--- src/rtl/snn_syn_pkg.sv ---
// Shared definitions for the synaptic update engine.
//   - Update FSM state encoding (IDLE=0, RD=1, MOD=2, WB=3)
//   - Default weight lane width and lane count for a 32-bit word
//   - Signed saturation limits for a default-width lane
package snn_syn_pkg;

  localparam int W_WIDTH    = 8;
  localparam int WORD_WIDTH = 32;
  localparam int LANES      = WORD_WIDTH / W_WIDTH;

  localparam logic signed [W_WIDTH-1:0] SAT_MAX = {1'b0, {(W_WIDTH-1){1'b1}}};
  localparam logic signed [W_WIDTH-1:0] SAT_MIN = {1'b1, {(W_WIDTH-1){1'b0}}};

  typedef enum logic [1:0] {
    ST_IDLE = 2'd0,
    ST_RD   = 2'd1,
    ST_MOD  = 2'd2,
    ST_WB   = 2'd3
  } upd_state_e;

endpackage

--- src/rtl/syn_lane_add.sv ---
// Single-lane signed weight update: res = old_w + delta.
// The add is carried at W+1 bits so overflow is visible.
// Overflow handling is selected by the SYN_UPD_SAT_EN macro:
//   defined   -> clamp to [-2^(W-1), 2^(W-1)-1]
//   undefined -> two's-complement wrap (keep low W bits)
// Ports:
//   old_w  in  W  current lane weight
//   delta  in  W  signed delta
//   res    out W  updated lane weight
module syn_lane_add
  import snn_syn_pkg::*;
#(
  parameter int W = W_WIDTH
) (
  input  logic [W-1:0] old_w,
  input  logic [W-1:0] delta,
  output logic [W-1:0] res
);

  logic signed [W:0] sum;

  assign sum = $signed({old_w[W-1], old_w}) + $signed({delta[W-1], delta});

`ifdef SYN_UPD_SAT_EN
  // Overflow shows up as the two top bits of the widened sum disagreeing;
  // the top bit then tells the direction to clamp.
  always_comb begin
    res = sum[W-1:0];
    if (sum[W] != sum[W-1])
      res = sum[W] ? {1'b1, {(W-1){1'b0}}} : {1'b0, {(W-1){1'b1}}};
  end
`else
  logic unused_carry;
  assign unused_carry = sum[W];
  assign res          = sum[W-1:0];
`endif

endmodule

--- src/rtl/synaptic_update_engine.sv ---
// Read-modify-write engine owning the synaptic SRAM port.
// Inference reads always win the port; learning updates are serialised
// through an IDLE -> RD -> MOD -> WB FSM and stall in RD/WB while an
// inference read is present. No forwarding: an inference read of a word
// mid-update returns the pre-update value.
// Optional feature macro: SYN_UPD_SAT_EN (lane saturation instead of wrap).
// Ports:
//   CK, RST_N              clock, async active-low reset
//   upd_valid/ready        update handshake; upd_addr, upd_delta payload
//   inf_req, inf_addr      inference read request
//   inf_valid, inf_data    inference read response (1-cycle latency)
//   sram_CS/WE/A/D, sram_Q SRAM port (Q registered, 1-cycle latency)
//   busy                   FSM not idle
//   upd_cnt                completed write-backs, wrapping
module synaptic_update_engine
  import snn_syn_pkg::upd_state_e;
  import snn_syn_pkg::ST_IDLE;
  import snn_syn_pkg::ST_RD;
  import snn_syn_pkg::ST_MOD;
  import snn_syn_pkg::ST_WB;
#(
  parameter int DATA_WIDTH  = 32,
  parameter int TOTAL_DEPTH = 12544,
  parameter int W_WIDTH     = snn_syn_pkg::W_WIDTH,
  parameter int CNT_WIDTH   = 16,
  localparam int ADDR_W     = $clog2(TOTAL_DEPTH),
  localparam int LANES      = DATA_WIDTH / W_WIDTH
) (
  input  logic                  CK,
  input  logic                  RST_N,
  input  logic                  upd_valid,
  output logic                  upd_ready,
  input  logic [ADDR_W-1:0]     upd_addr,
  input  logic [DATA_WIDTH-1:0] upd_delta,
  input  logic                  inf_req,
  input  logic [ADDR_W-1:0]     inf_addr,
  output logic                  inf_valid,
  output logic [DATA_WIDTH-1:0] inf_data,
  output logic                  sram_CS,
  output logic                  sram_WE,
  output logic [ADDR_W-1:0]     sram_A,
  output logic [DATA_WIDTH-1:0] sram_D,
  input  logic [DATA_WIDTH-1:0] sram_Q,
  output logic                  busy,
  output logic [CNT_WIDTH-1:0]  upd_cnt
);

  upd_state_e state, nxt;

  logic [ADDR_W-1:0]     addr_q;
  logic [DATA_WIDTH-1:0] delta_q;
  logic [DATA_WIDTH-1:0] wbuf;
  logic [DATA_WIDTH-1:0] lane_res;
  logic [ADDR_W-1:0]     a_hold;
  logic [DATA_WIDTH-1:0] d_hold;
  logic [ADDR_W-1:0]     a_cur;
  logic                  eng_rd, eng_wr;
  logic [1:0]            vld_pipe;

  // ---------------- lane adders ----------------
  for (genvar k = 0; k < LANES; k++) begin : g_lane
    syn_lane_add #(.W(W_WIDTH)) u_lane (
      .old_w (sram_Q [k*W_WIDTH +: W_WIDTH]),
      .delta (delta_q[k*W_WIDTH +: W_WIDTH]),
      .res   (lane_res[k*W_WIDTH +: W_WIDTH])
    );
  end

  // ---------------- FSM ----------------
  always_ff @(posedge CK or negedge RST_N) begin
    if (!RST_N) state <= ST_IDLE;
    else        state <= nxt;
  end

  always_comb begin
    nxt    = state;
    eng_rd = 1'b0;
    eng_wr = 1'b0;
    case (state)
      ST_IDLE: if (upd_valid) nxt = ST_RD;
      ST_RD:   if (!inf_req) begin eng_rd = 1'b1; nxt = ST_MOD; end
      ST_MOD:  nxt = ST_WB;
      ST_WB:   if (!inf_req) begin eng_wr = 1'b1; nxt = ST_IDLE; end
      default: nxt = ST_IDLE;
    endcase
  end

  assign upd_ready = (state == ST_IDLE);
  assign busy      = (state != ST_IDLE);

  // ---------------- SRAM port ----------------
  // The port is driven combinationally from the current state so a read
  // issued in RD lands in sram_Q during MOD. A/D keep their last driven
  // values on idle cycles via the hold registers.
  assign a_cur   = inf_req ? inf_addr : addr_q;
  assign sram_CS = inf_req | eng_rd | eng_wr;
  assign sram_WE = eng_wr;
  assign sram_A  = sram_CS ? a_cur : a_hold;
  assign sram_D  = eng_wr  ? wbuf  : d_hold;

  always_ff @(posedge CK or negedge RST_N) begin
    if (!RST_N) begin
      a_hold <= '0;
      d_hold <= '0;
    end else begin
      if (sram_CS) a_hold <= a_cur;
      if (eng_wr)  d_hold <= wbuf;
    end
  end

  // ---------------- datapath / counters ----------------
  always_ff @(posedge CK or negedge RST_N) begin
    if (!RST_N) begin
      addr_q  <= '0;
      delta_q <= '0;
      wbuf    <= '0;
      upd_cnt <= '0;
    end else begin
      if (state == ST_IDLE && upd_valid) begin
        addr_q  <= upd_addr;
        delta_q <= upd_delta;
      end
      if (state == ST_MOD) wbuf <= lane_res;
      if (eng_wr)          upd_cnt <= upd_cnt + 1'b1;
    end
  end

  // ---------------- inference response ----------------
  assign vld_pipe[0] = inf_req;

  always_ff @(posedge CK or negedge RST_N) begin
    if (!RST_N) vld_pipe[1] <= 1'b0;
    else        vld_pipe[1] <= vld_pipe[0];
  end

  assign inf_valid = vld_pipe[1];
  assign inf_data  = sram_Q;

endmodule

--- config.mk ---
export PLATFORM = sky130hd
export DESIGN_NAME = synaptic_update_engine
export DESIGN_NICKNAME = d
export VERILOG_FILES = /design/src/rtl/snn_syn_pkg.sv /design/src/rtl/syn_lane_add.sv /design/src/rtl/synaptic_update_engine.sv
export SDC_FILE = /design/constraint.sdc
export NUM_CORES = 1
export LEC_CHECK = 0
export ABC_CLOCK_PERIOD_IN_PS = 3700
export BUFFER_PORTS_ARGS = -buffer_cell sky130_fd_sc_hd__buf_4
export CAP_MARGIN = 20
export CORE_MARGIN = 3
export CORE_UTILIZATION = 45
export DETAILED_ROUTE_END_ITERATION = 12
export PLACE_DENSITY = 0.7
export SLEW_MARGIN = 15
export SYNTH_ARGS = -nofsm -noshare
export SYNTH_HDL_FRONTEND = slang
export SYNTH_SLANG_ARGS = --single-unit
--- constraint.sdc ---
create_clock -name CK -period 3.7 [get_ports CK]
set_input_delay 0.925 -clock CK [delete_from_list [all_inputs] [get_ports CK]]
set_output_delay 0.925 -clock CK [all_outputs]
set_load 0.02 [all_outputs]
==> results.toml, run 1 <==
[run_status]
status = "finished clean"

[global_route]
antenna_found_initial = 0
grt_pass1_vias = 5745
grt_overflow = 0
grt_pass1_wl_mm = 28.3
grt_max_degree = 88
grt_usage_pct = 19.8

[critical_path]
worstSetupPathType = "reg2out"
worstPathRequired_ps = 2770
path_delay_family = "buffers and inverters"
cp_num_buf_inv = 2
cpMostUsedCell = "buf_4"
crit_path_start_kind = "flip-flop"
cp_slowest_cell = "dfrtp_1"
slowest_delay_ps = 410
cp-end-kind = "primary output"
worstPathCellList = "ha_1 > nor2_2 > buf_4 > mux2i_1 > o21ai_0 > buf_4"
worst-path-max-fanout = 14
critPathArrivalTime_ps = 2210

[clock_tree]
htreeDepth = 4
clk_latency_ps = 420
cts_sinks = 143
cts_tree = "built"
cts_root_buffer = "clkbuf_16"
post-cts-setup-buffers = 0
cts_buffers = 17
ctsHoldBuffers = 0
clockBufferDepth = 2
cts.repair.resized = 0
clk_pin_slew_ps = 60

[min_path]
min_path_type = "reg2reg"

[detailed_routing]
drc_errors = 0
vias_per_cell = 5.32
vias = 5361
routed_wl_mm = 17.3
firstDrtPassIters = 4
drtIter0Drc = 371
wl_per_cell_um = 17.1
postRouteAntennaNets = 0

[synthesis]
synth_top_area_share_pct = 49.3
yosys-top-cells-area = "dfrtp_1, mux2_2, ha_1"
syn_nets = 752
ys_async_sr_fraction_pct = 100
synth.distinct_cells = 47
yosys_warnings = 0
seq_area_frac_synth_pct = 49.3
synth_edf_count = 0
avgSynthCellArea_um2 = 11.8
yosys_register_bits = 143
netlist_instances = 618
synth_area_um2 = 7260
yosysTopAreaCell = "dfrtp_1"
synth_ff_type = "dfrtp_1"

[placed_design]
io_buffers = 194
routabilityCongestion = 0.789
hpwl_mm = 12.6

[die]
die_h_um = 133
core_um2 = 15500
io_pins = 195
dieArea_um2 = 17700
die_width_um = 133
initial_core_util_pct = 46.9
rows = 45

[sta]
max_freq_ghz = 0.319
fin_crit_sh_pct = 84.7
whs_ps = 483
grt_setup_unrepaired = "no"
setup_tns_ps = 0
min_period_ps = 3130
fin_skew_ps = 7.43
slew_violations = 0
tightestPinTransition_ps = 826
setup_viol_count_final = 0
slew-limit-headroom_pct = 44.9
hold_viol_final = 0

[final_layout]
num-fill-cells = 1254
fin_util_pct = 60.4
syn_to_final_growth_pct = 28.7
drive_gt1_share_pct = 41.2
mostFrequentLayoutCells = "buf_4, dfrtp_1, mux2_2"
n_antenna_cell = 0
final_common_cell = "buf_4"
multi_input_area_um2 = 3220
final-seq-area_um2 = 3580
nNetsFinal = 919

[job]
drv_cap = 0

[power_and_ir_drop]
vdd_drop_max_mv = 0.482
power_density_nw_per_um2 = 877
p_leak_nw = 4.39
worst reg2reg max path, cell delays in order (launching register included):
cell and delay [ps]:
dfrtp_1 390, inv_1 110, ha_2 200, inv_1 560
buf_4 410, nor2_1 80, a221oi_1 260, o311ai_0 190
metal layers:
layer | vias up | global-route usage [%] | routed length [um]
li1 | 2542 | - | -
met1 | 2663 | 23.7 | 7130
met2 | 139 | 35.1 | 9180
met3 | 17 | 5.10 | 730
met4 | 0 | 6.18 | 210
met5 | - | 0 | 0
through the flow:
step	area, um^2	setup WS (ps)	power, mW	std cells
floorplan	7260	894	5.22	618
global placement	8730	625	6.29	977
detailed placement	8730	584	6.46	977
CTS	9350	548	8.27	1008
global route	9350	434	8.76	1008
finish	9350	566	8.20	1008
cell type report:
class	count	share of cell area, %
inverters	34	1.37
clock buffers	22	5.18
multi-input cells	388	34.5
flip-flops and latches	143	38.3
repair buffers	201	16.5
clock inverters	9	1.42
well taps	211	2.82
flip-flops by register name, indices dropped and copies added (netlist names):
register and count:
inf_valid 1, upd_cnt 16, d_hold 32, state 2
delta_q 32, wbuf 32, addr_q 14, a_hold 14
path summary, 6_finish.rpt:
kind,startpoint,endpoint,slack [ps],cells past startpoint
max in group asynchronous,RST_N,wbuf[15]$_DFFE_PN0P_,2290,2
worst max-delay path,state[0]$_DFFE_PN0P_,sram_A[0],570,6
worst max register to register,state[0]$_DFFE_PN0P_,wbuf[21]$_DFFE_PN0P_,1370,7
min in group asynchronous,RST_N,delta_q[9]$_DFFE_PN0P_,540,1
worst min register to register,upd_cnt[15]$_DFFE_PN0P_,upd_cnt[15]$_DFFE_PN0P_,480,1
worst min-delay path,upd_cnt[15]$_DFFE_PN0P_,upd_cnt[15]$_DFFE_PN0P_,480,1
synth_stat cells (11+ instances only):
| master | number |
|---|---|
| nor3_1 | 13 |
| dfrtp_1 | 143 |
| buf_4 | 33 |
| a211oi_1 | 17 |
| nor4_1 | 11 |
| ha_1 | 34 |
| nand4_1 | 11 |
| mux2i_1 | 14 |
| o21ai_0 | 27 |
| nor2_1 | 13 |
| xnor2_1 | 16 |
| mux2_2 | 88 |
| nand2_1 | 37 |
| buf_2 | 12 |
| inv_1 | 33 |
report_power, final:
group	total, mW	internal (mW)	switching [mW]
clock	1.77	1.13	0.641
combinational	3.78	1.76	2.02
sequential	2.65	2.28	0.369
total	8.20	5.17	3.03
cells by family after synthesis:
group / synth area share (%)
adder cells (fa/ha/maj): 6.96
buffers and inverters: 6.41
XOR/XNOR: 3.02
AO/OA/AOI/OAI: 10.0
multiplexers: 15.6
AND/OR/NAND/NOR: 8.74
flip-flops: 49.3
Note: power is estimated with default switching activity, not from simulation.
==> run 2, diff against run 1 <==
--- a/config.mk
+++ b/config.mk
@@ -5,13 +5,13 @@
 export SDC_FILE = /design/constraint.sdc
 export NUM_CORES = 1
 export LEC_CHECK = 0
-export ABC_CLOCK_PERIOD_IN_PS = 3700
+export ABC_CLOCK_PERIOD_IN_PS = 2600
 export BUFFER_PORTS_ARGS = -buffer_cell sky130_fd_sc_hd__buf_4
 export CAP_MARGIN = 20
 export CORE_MARGIN = 3
 export CORE_UTILIZATION = 45
 export DETAILED_ROUTE_END_ITERATION = 12
-export PLACE_DENSITY = 0.7
+export PLACE_DENSITY = 0.73
 export SLEW_MARGIN = 15
 export SYNTH_ARGS = -nofsm -noshare
 export SYNTH_HDL_FRONTEND = slang
==> constraint.sdc (replaced) <==
create_clock -name CK -period 2.6 [get_ports CK]
set_input_delay 0.65 -clock CK [delete_from_list [all_inputs] [get_ports CK]]
set_output_delay 0.65 -clock CK [all_outputs]
set_load 0.02 [all_outputs]
==> run 2 against run 1 <==
Against the previous run:
- critical path type unchanged
- non-clock buffer count increased by 18
- the run now ends with setup timing left
- setup slack lost 600 ps
- clock power up 32%
- cell count rose by 1.8%
- clock skew grew 5.3 ps
- sequential share of layout area is 1.6 points lower
==> results.toml, run 2 (synthesis results as in run 1) <==
[power_and_ir_drop]
vdd_drop_max_mv = 0.942
p_leak_nw = 4.55
power_density_nw_per_um2 = 1260

[sta]
slew_violations = 0
setup_tns_ps = -73.9
fin_crit_sh_pct = 101
max_freq_ghz = 0.380
min_period_ps = 2630
tightestPinTransition_ps = 548
grt_setup_unrepaired = "yes"
slew-limit-headroom_pct = 63.2
fin_skew_ps = 12.7
setup_viol_count_final = 4
hold_viol_final = 0
setup_ws_ps = -30.6
whs_ps = 174

[die]
die_h_um = 133
die_width_um = 133
initial_core_util_pct = 46.9
io_pins = 195
core_um2 = 15500
rows = 45
dieArea_um2 = 17700

[detailed_routing]
drc_errors = 0
vias_per_cell = 5.33
postRouteAntennaNets = 0
vias = 5471
firstDrtPassIters = 4
drtIter0Drc = 272
wl_per_cell_um = 17.7
routed_wl_mm = 18.1

[critical_path]
cp_slowest_cell = "dfrtp_1"
critPathArrivalTime_ps = 1980
worstPathCellList = "buf_6 > ha_4 > nor2_4 > clkbuf_16 > mux2i_2 > o21ai_2 > buf_4"
slowest_delay_ps = 380
worstSetupPathType = "reg2out"
reg2regPathDepth = 8
worst-path-max-fanout = 7
cp-end-kind = "primary output"
worstPathRequired_ps = 1950
crit_path_start_kind = "flip-flop"

[global_route]
grt_pass1_wl_mm = 29.0
grt_max_degree = 58
grt_overflow = 0
antenna_found_initial = 0
grt_usage_pct = 20.3
grt_pass1_vias = 5748

[min_path]
min_path_type = "in2async"

[run_status]
status = "finished, violations left"
failed_checks = "setup timing"

[job]
drv_cap = 0

[final_layout]
final_cell_area_um2 = 9760
fin_util_pct = 63.0
n_antenna_cell = 0
multi_input_area_um2 = 3290
final-seq-area_um2 = 3580
syn_to_final_growth_pct = 34.4
mostFrequentLayoutCells = "buf_4, dfrtp_1, mux2_2"
nNetsFinal = 937
num-fill-cells = 1191
final_common_cell = "buf_4"
drive_gt1_share_pct = 43.4
top_regs = "d_hold (32), delta_q (32), wbuf (32)"

[clock_tree]
clockBufferDepth = 2
htreeDepth = 4
ctsHoldBuffers = 0
cts_buffers = 17
cts_root_buffer = "clkbuf_16"
clk_latency_ps = 420
cts_tree = "built"
cts_sinks = 143
clk_pin_slew_ps = 60

[placed_design]
dpl_cell_area_um2 = 8800
hpwl_mm = 12.7
routabilityCongestion = 0.818
io_buffers = 194
[run 2: per-layer routing]
layer	GRT usage (%)	share of wire (%)	up-vias
met4	9.30	2.7	0
met2	34.0	52	144
li1	-	-	2576
met1	24.9	41	2713
met5	0	0	-
met3	4.94	4.1	38
[run 2: cell type report]
cell class	instances	share of cell area, %
inverters	34	1.44
well taps	211	2.70
repair buffers	219	19.7
flip-flops and latches	143	36.7
multi-input cells	388	33.7
clock buffers	22	4.96
clock inverters	9	0.872
[run 2: path summary, 6_finish.rpt]
kind / from / to / slack, ps
min in group CK: upd_delta[22] / delta_q[22]$_DFFE_PN0P_ / 460
hold / removal: RST_N / d_hold[20]$_DFF_PN0_ / 170
hold reg to reg: upd_cnt[15]$_DFFE_PN0P_ / upd_cnt[15]$_DFFE_PN0P_ / 470
setup reg to reg: state[1]$_DFFE_PN0P_ / wbuf[21]$_DFFE_PN0P_ / 570
setup / recovery: state[1]$_DFFE_PN0P_ / sram_A[6] / -30
max in group asynchronous: RST_N / upd_cnt[11]$_DFFE_PN0P_ / 1670
[run 2: report_power, final]
part	internal [mW]	switching (mW)
clock	1.41	0.921
combinational	3.04	3.09
sequential	3.25	0.550
[run 2: metrics by stage]
stage | cells | total power, mW | worst slack (ps)
floorplan | 618 | 7.43 | 192
global placement | 981 | 9.00 | 216
detailed placement | 981 | 9.27 | 197
CTS | 1018 | 11.9 | -14.6
global route | 1026 | 13.1 | -103
finish | 1026 | 12.3 | -30.6
[run 2: critical path, delay by kind of cell, from the launching register on]
| family | cells | cell delay, ps |
|---|---|---|
| AO/OA/AOI/OAI | 1 | 90 |
| flip-flops | 1 | 380 |
| buffers and inverters | 3 | 490 |
| adder cells (fa/ha/maj) | 1 | 170 |
| AND/OR/NAND/NOR | 1 | 190 |
| multiplexers | 1 | 240 |
[run 2: repair_timing]
item	4_1_cts	5_1_grt
pin swaps	3	3
endpoints found under the hold margin	0	0
endpoints found under the setup margin	46	46
resized for setup	25	43
buffers inserted	4	5
gates cloned	2	3
==> run 3, diff against run 2 <==
--- a/config.mk
+++ b/config.mk
@@ -8,10 +8,12 @@
 export ABC_CLOCK_PERIOD_IN_PS = 2600
 export BUFFER_PORTS_ARGS = -buffer_cell sky130_fd_sc_hd__buf_4
 export CAP_MARGIN = 20
+export CELL_PAD_IN_SITES_DETAIL_PLACEMENT = 1
+export CELL_PAD_IN_SITES_GLOBAL_PLACEMENT = 1
 export CORE_MARGIN = 3
-export CORE_UTILIZATION = 45
+export CORE_UTILIZATION = 37
 export DETAILED_ROUTE_END_ITERATION = 12
-export PLACE_DENSITY = 0.73
+export PLACE_DENSITY_LB_ADDON = 0.1
 export SLEW_MARGIN = 15
 export SYNTH_ARGS = -nofsm -noshare
 export SYNTH_HDL_FRONTEND = slang
==> run 3 against run 2 <==
Against the previous run:
- the flow now finishes without violations
- critical path depth is 1 lower
- via count is 0.16% lower
- critical path type unchanged
- die area is 21% higher
- clock skew is 0.81 ps lower
==> results.toml, run 3 (synthesis results as in run 1) <==
[sta]
tightestPinTransition_ps = 547
whs_ps = 122
setup_tns_ps = 0
slew_violations = 0
slew-limit-headroom_pct = 63.2
setup_ws_ps = 14.9
fin_skew_ps = 11.9
setup_viol_count_final = 0
hold_viol_final = 0
max_freq_ghz = 0.387
min_period_ps = 2590
grt_setup_unrepaired = "yes"
fin_crit_sh_pct = 99.4

[die]
core_um2 = 19000
die_h_um = 146
die_width_um = 146
initial_core_util_pct = 38.2
dieArea_um2 = 21300
rows = 50
io_pins = 195

[detailed_routing]
postRouteAntennaNets = 0
routed_wl_mm = 19.7
vias = 5462
met1Wirelength_mm = 8.40
highest_layer = "met4"
vias_per_cell = 5.07
firstDrtPassIters = 4
drc_errors = 0
met3_length_um = 825
wl_per_cell_um = 18.3
drtIter0Drc = 163
dr_wl_met2_mm = 10.3

[final_layout]
final_common_cell = "buf_4"
n_antenna_cell = 0
fin_cells = 1077
top_regs = "d_hold (32), delta_q (32), wbuf (32)"
mostFrequentLayoutCells = "buf_4, dfrtp_1, mux2_2"
multi_input_area_um2 = 3310
syn_to_final_growth_pct = 35.3
nNetsFinal = 939
num-fill-cells = 2043
drive_gt1_share_pct = 44.3
final-seq-area_um2 = 3580
final_cell_area_um2 = 9830

[placed_design]
place_ws_ps = 155
dp.cells = 1033
routabilityCongestion = 0.781
dpl_cell_area_um2 = 8890
io_buffers = 194
hpwl_mm = 13.7

[critical_path]
worst-path-max-fanout = 7
worstPathRequired_ps = 1950
worstSetupPathType = "reg2out"
crit_path_start_kind = "flip-flop"
cp-end-kind = "primary output"
critPathArrivalTime_ps = 1940
r2r_setup_slack_ps = 520

[power_and_ir_drop]
p_leak_nw = 4.53
vdd_drop_max_mv = 0.728
power_density_nw_per_um2 = 1260

[clock_tree]
cts_sinks = 143
clockBufferDepth = 2
cts_buffers = 17
htreeDepth = 4
clk_latency_ps = 420
clk_pin_slew_ps = 60
cts_tree = "built"
ctsHoldBuffers = 0
cts_root_buffer = "clkbuf_16"

[global_route]
grt_pass1_wl_mm = 31.1
grt_overflow = 0
grt_pass1_vias = 6036
grt_max_degree = 58
grt_usage_pct = 18.0
antenna_found_initial = 0

[run_status]
status = "finished clean"

[min_path]
min_path_type = "in2async"

[job]
drv_cap = 0
[run 3: changes by cell type in the layout (fill, tap and decap cells not counted), sizes merged]
cell,before,now
clkbuf,26,23
clkinv,6,3
buf,215,217
clkinvlp,3,5
bufinv,1,2
inv,33,36
[run 3: per-stage QoR]
| step | util [%] | power [mW] |
|---|---|---|
| finish | 51.7 | 12.4 |
| global route | 51.7 | 13.3 |
| CTS | 50.5 | 12.2 |
| detailed placement | 46.8 | 9.44 |
| global placement | 46.8 | 9.19 |
| floorplan | - | 7.43 |
[run 3: layout make-up]
| class | count | area share, % |
|---|---|---|
| clock buffers | 19 | 4.51 |
| clock inverters | 12 | 1.36 |
| inverters | 34 | 1.43 |
| multi-input cells | 388 | 33.7 |
| flip-flops and latches | 143 | 36.4 |
| well taps | 260 | 3.31 |
| repair buffers | 221 | 19.3 |
[run 3: routing by layer]
layer  GRT usage (%)  vias up
met4            5.03        0
met1            21.9     2757
met2            31.6      113
met5               0        -
li1                -     2577
met3            4.75       15
[run 3: worst max-delay path, stage by stage, from the launching register on]
cell and delay [ps]:
dfrtp_2 440, ha_4 190, nor2_4 190, clkbuf_16 200
mux2i_2 240, o21ai_2 110, buf_6 150
[run 3: what timing repair did]
item                                    4_1_cts  5_1_grt
gates resized for setup                      29       32
buffers inserted                              4        4
cloned                                        1        4
endpoints found under the setup margin       46       46
pin swaps                                     2        6
[run 3: power breakdown]
| group | switching (mW) | total [mW] | internal, mW |
|---|---|---|---|
| logic | 3.13 | 6.13 | 3.01 |
| registers | 0.581 | 3.83 | 3.25 |
| clock network | 0.993 | 2.43 | 1.44 |
[run 3: path summary, 6_finish.rpt]
| kind | start | cells past startpoint | end |
|---|---|---|---|
| worst max-delay path | state[0]$_DFFE_PN0P_ | 6 | sram_A[6] |
| worst min-delay path | RST_N | 1 | delta_q[9]$_DFFE_PN0P_ |
| worst max register to register | state[0]$_DFFE_PN0P_ | 6 | wbuf[21]$_DFFE_PN0P_ |
| worst min register to register | upd_cnt[15]$_DFFE_PN0P_ | 1 | upd_cnt[15]$_DFFE_PN0P_ |
| max in group asynchronous | RST_N | 2 | delta_q[14]$_DFFE_PN0P_ |
| min in group CK | upd_delta[18] | 2 | delta_q[18]$_DFFE_PN0P_ |
